$ cat src/rtl/pc_unit.sv
// Program-counter unit: sequences fetch addresses through IDLE/RUN/DONE,
// handles jumps, conditional branches, halt, ALU status flags and a cycle count.
module pc_unit #(
  parameter int unsigned     PC_W       = 10,
  parameter logic [PC_W-1:0] START_ADDR = '0
) (
  input  logic            Clk,
  input  logic            Reset,
  input  logic            Start,
  input  logic            Halt,
  input  logic            Jen,
  input  logic            BrEn,
  input  logic            Brc_J,
  input  logic [PC_W-1:0] Target,
  input  logic            SCo,
  input  logic            Zero,
  input  logic            Par,
  input  logic            FlagWe,
  output logic [PC_W-1:0] ProgCtr,
  output logic            Run,
  output logic            Done,
  output logic            CarryF,
  output logic            ZeroF,
  output logic            ParF,
  output logic [15:0]     CycleCnt
);

  localparam logic [1:0] IDLE = 2'd0;
  localparam logic [1:0] RUN  = 2'd1;
  localparam logic [1:0] DONE = 2'd2;

  logic [1:0]  state;
  logic        take_branch;
  logic [15:0] cnt_next;

  // Brc_J is active-low "condition true", only meaningful on a branch instruction
  assign take_branch = BrEn && !Brc_J;
  assign cnt_next    = (CycleCnt == 16'hFFFF) ? CycleCnt : CycleCnt + 16'd1;

  assign Run  = (state == RUN);
  assign Done = (state == DONE);

  // Start always wins: from any non-reset state it reinitialises and enters RUN
  always_ff @(posedge Clk or posedge Reset) begin
    if (Reset) begin
      state    <= IDLE;
      ProgCtr  <= START_ADDR;
      CycleCnt <= '0;
      CarryF   <= 1'b0;
      ZeroF    <= 1'b0;
      ParF     <= 1'b0;
    end else if (Start) begin
      state    <= RUN;
      ProgCtr  <= START_ADDR;
      CycleCnt <= '0;
      CarryF   <= 1'b0;
      ZeroF    <= 1'b0;
      ParF     <= 1'b0;
    end else begin
      case (state)
        RUN: begin
          CycleCnt <= cnt_next;
          if (FlagWe) begin
            CarryF <= SCo;
            ZeroF  <= Zero;
            ParF   <= Par;
          end
          if (Halt)
            state <= DONE;
          else if (Jen || take_branch)
            ProgCtr <= Target;
          else
            ProgCtr <= ProgCtr + 1'b1;
        end
        IDLE, DONE: ;
        default: state <= IDLE;
      endcase
    end
  end

endmodule

$ cat config.mk
export PLATFORM = sky130hd
export DESIGN_NAME = pc_unit
export DESIGN_NICKNAME = d
export VERILOG_FILES = /design/src/rtl/pc_unit.sv
export SDC_FILE = /design/constraint.sdc
export NUM_CORES = 1
export LEC_CHECK = 0
export ABC_CLOCK_PERIOD_IN_PS = 3300
export CAP_MARGIN = 20
export CELL_PAD_IN_SITES_DETAIL_PLACEMENT = 0
export CELL_PAD_IN_SITES_GLOBAL_PLACEMENT = 1
export CORE_ASPECT_RATIO = 0.7
export CORE_MARGIN = 2
export CORE_UTILIZATION = 38
export DETAILED_ROUTE_END_ITERATION = 10
export PLACE_DENSITY = 0.87
export SLEW_MARGIN = 20
export SYNTH_ARGS = -nofsm -noshare
export SYNTH_HDL_FRONTEND = slang
export SYNTH_SLANG_ARGS = --single-unit
$ cat constraint.sdc
create_clock -name Clk -period 3.3 [get_ports Clk]
set_input_delay 0.33 -clock Clk [delete_from_list [all_inputs] [get_ports Clk]]
set_output_delay 0.33 -clock Clk [all_outputs]
set_load 0.02 [all_outputs]
==> key figures <==
Layout
  – Ant. Diodes: 0
  – Area delta synth->final: 34.75%
  – Area of the multi-input gates: 1044 µm²
  – Register Area: about 780 µm²
  – FILL cells: roughly 470
  – Nets: 291
  – Share of cells above drive strength 1: roughly an eighth
  – Post-Layout Cell Count: between 300 and 400

Timing
  – RSZ-0062 raised after global routing: false
  – Achievable Freq: between 500 and 600 MHz
  – Final setup violation count: 0
  – Slew @ Worst Pin: between 800 and 900 ps
  – Slack of the critical path: ~1300 ps
  – Fin Setup TNS: 0 ps
  – Final Hold Fails: 0
  – Final worst path period share: 60.46%
  – Final min period: 1995 ps
  – Min Hold Slack: 425.8 ps
  – Final Slew Violations: 0
  – Worst Skew: 9.729 ps
  – Max-slew headroom: 43.32%

Global routing
  – Largest net degree at the start of global routing: 32
  – Global route overflow: 0
  – First-pass GRT wire length: roughly 8 mm
  – Initial antenna violation count: 0
  – Tot GR Track Use: 17.76%
  – Number of global-route vias before repair: approximately 1600

Outcome
  – Status: completed

Synthesis
  – Mux contribution to synthesized area: 6.975%
  – Synth Area in Compound Gates: 17.67%
  – Area share of fa/ha/maj cells after synthesis: 1.304%
  – Warnings, synthesis: 0
  – Async set-reset flop share out of synthesis: 100.0%
  – Mapped Area: 1919 µm²
  – Netlist cell types: 40
  – Number of synthesized flops with an enable pin: 0
  – Post-synth net total: 240
  – Synth Flop Type: dfrtp_1
  – Seq/Total Area, Yosys: 40.42%
  – Simple-gate share of the synthesized area: between 20% and 30%
  – Synth Area per Inst: 8.845 µm²
  – Flops & latches, synth: 31
  – Synth Area in XOR/XNOR: 0%
  – Post-Syn Instances: 217
  – Main combinational cell family by area after synthesis: simple AND/OR/NAND/NOR gates

Drt
  – Via density: 5.380
  – Residual DRC: 0
  – Via count: approximately 1800
  – WL final: 4.845 mm
  – DRT Pass-1 Iters: 4
  – Antenna viol nets, final: 0
  – Starting DRT DRC Count: 116
  – Routed length per instance: 14.38 µm

Placement
  – Post-place setup slack: 1092 ps
  – Post-DP HPWL: 3.572 mm
  – Port Buffers: between 50 and 60
  – RePlAce Congestion: 0.8324
  – Dpl cells: 330

Clocking
  – Clk sinks: 31
  – CTS tree: yes
  – Root Driver: clkbuf_8
  – Htree depth: 2
  – Post_cts resized: 0
  – CTS clk-pin slew, worst paths: 70 ps
  – Setup bufs post-CTS: 0
  – CTS buffer count: 5
  – Cts hold-fix bufs: 0
  – Worst-Skew Late Latency: 280 ps
  – CTS Buffer Depth: 2

Worst setup path
  – Critical path capture point type: output port
  – Crit path cell chain: nor2b_1, buf_4, clkdlybuf4s50_1
  – Setup CP Type: register to output port
  – CP peak stage delay: 630 ps
  – Worst Setup Start Kind: register
  – CP bufs+invs: 2
  – Crit path max-delay cell type: clkdlybuf4s50_1
  – CP max FO: 15
  – CP required: between 2000 and 3000 ps
  – Cell family with most CP delay: buffers and inverters
  – Crit path DAT: 1670 ps

Floorplan
  – Core Region: 4835 µm²
  – Initial Util: 39.70%
  – Die area: 5644 µm²
  – Number of core rows: 21
  – Top-Level Pins: 52
  – Vert. Die Dim: 63.46 µm
  – Die X: 88.95 µm

Worst hold path
  – Hold crit path type: input pin to asynchronous set/reset pin

Power and ir drop
  – Leakage power: 1.020 nW
  – Power Dens Cells: 344.5 nW/µm²
  – Peak supply drop: 0.0002591 V

Flow run
  – Max-cap check violation count: 0
-- synthesized netlist by cell type (2+ instances only) --
cell type | instances | area (µm²)
dfrtp_1 | 31 | 775.7
a21oi_1 | 23 | 115.1
nand2_1 | 15 | 56.30
nand3_1 | 14 | 70.07
nor2b_1 | 14 | 87.58
nor2_1 | 13 | 48.80
o21ai_0 | 13 | 65.06
inv_1 | 12 | 45.04
mux2_2 | 11 | 123.9
clkbuf_1 | 9 | 33.78
nor4_1 | 7 | 43.79
o22ai_1 | 7 | 43.79
o31a_1 | 7 | 61.31
nand4_1 | 4 | 25.02
and4_1 | 3 | 26.28
nor3_1 | 3 | 15.01
or4_1 | 3 | 22.52
and2_1 | 2 | 12.51
buf_2 | 2 | 10.01
ha_1 | 2 | 25.02
o31ai_1 | 2 | 15.01
or3b_2 | 2 | 17.52
-- state kept, by name, summed over array words and instances, names as in the netlist --
register,cells
CarryF,1
ParF,1
CycleCnt,16
ProgCtr,10
ZeroF,1
state,2
-- cells by family after synthesis --
logic type / count (synthesis)
AND/OR/NAND/NOR: 91
AO/OA/AOI/OAI: 57
flip-flops: 31
buffers and inverters: 24
multiplexers: 12
adder cells (fa/ha/maj): 2
-- stage by stage --
step | util (%) | area (µm²) | total power [W]
finish | 53.49 | 2586 | 0.0008909
global route | 53.49 | 2586 | 0.0009383
detailed placement | 51.68 | 2499 | 0.0005952
global placement | 51.68 | 2499 | 0.0005938
floorplan | - | 1919 | 0.0005133
CTS | 53.49 | 2586 | 0.0009042
-- path summary, 6_finish.rpt --
path / startpoint / to / slack (ps) / cells after the start
worst max-delay path: state[1] / Run / 1300 / 3
worst min-delay path: Reset / CycleCnt[8] / 430 / 3
worst max register to register: CycleCnt[0] / CycleCnt[14] / 1360 / 5
worst min register to register: ParF / ParF / 520 / 2
max in group asynchronous: Reset / CycleCnt[7] / 2580 / 3
min in group Clk: ParF / ParF / 520 / 2
-- layer usage --
layer	track usage (%)	vias up	wire, µm
li1	-	897	-
met1	27.67	874	2523
met2	25.00	42	2093
met3	4.194	0	228
met4	3.358	0	0
met5	0	-	0
-- worst register-to-register path, cell delays in order, from the launching register on --
cell and delay (ps):
dfrtp_1 420, ha_1 240, nand3_1 160, or2_1 370, or4_1 530, a21oi_1 150
-- area by class of cell --
cell class | count | area share [%]
Sequential cell | 31 | 30.00
Timing Repair Buffer | 56 | 21.19
Multi-Input combinational cell | 162 | 40.35
Clock inverter | 1 | 0.1935
Tap cell | 69 | 3.338
Clock buffer | 6 | 3.193
Inverter | 12 | 1.742
-- layout by cell type (no fill, tap or decap), drive strengths merged, types with 8 or more instances in the layout --
cell,instances
o21ai,14
a21oi,23
nor2b,14
nor4,8
nand2,15
clkdlybuf4s50,51
dfrtp,31
inv,12
nor2,13
mux2,11
nand3,15
-- report_power, final --
group | internal, W | total (W) | switching, W
Combinational | 0.0000839 | 0.000171 | 0.0000872
Sequential | 0.000396 | 0.000416 | 0.0000193
Clock | 0.000164 | 0.000304 | 0.000141
Total | 0.000644 | 0.000891 | 0.000247
Power figures use the tool's default switching activity.
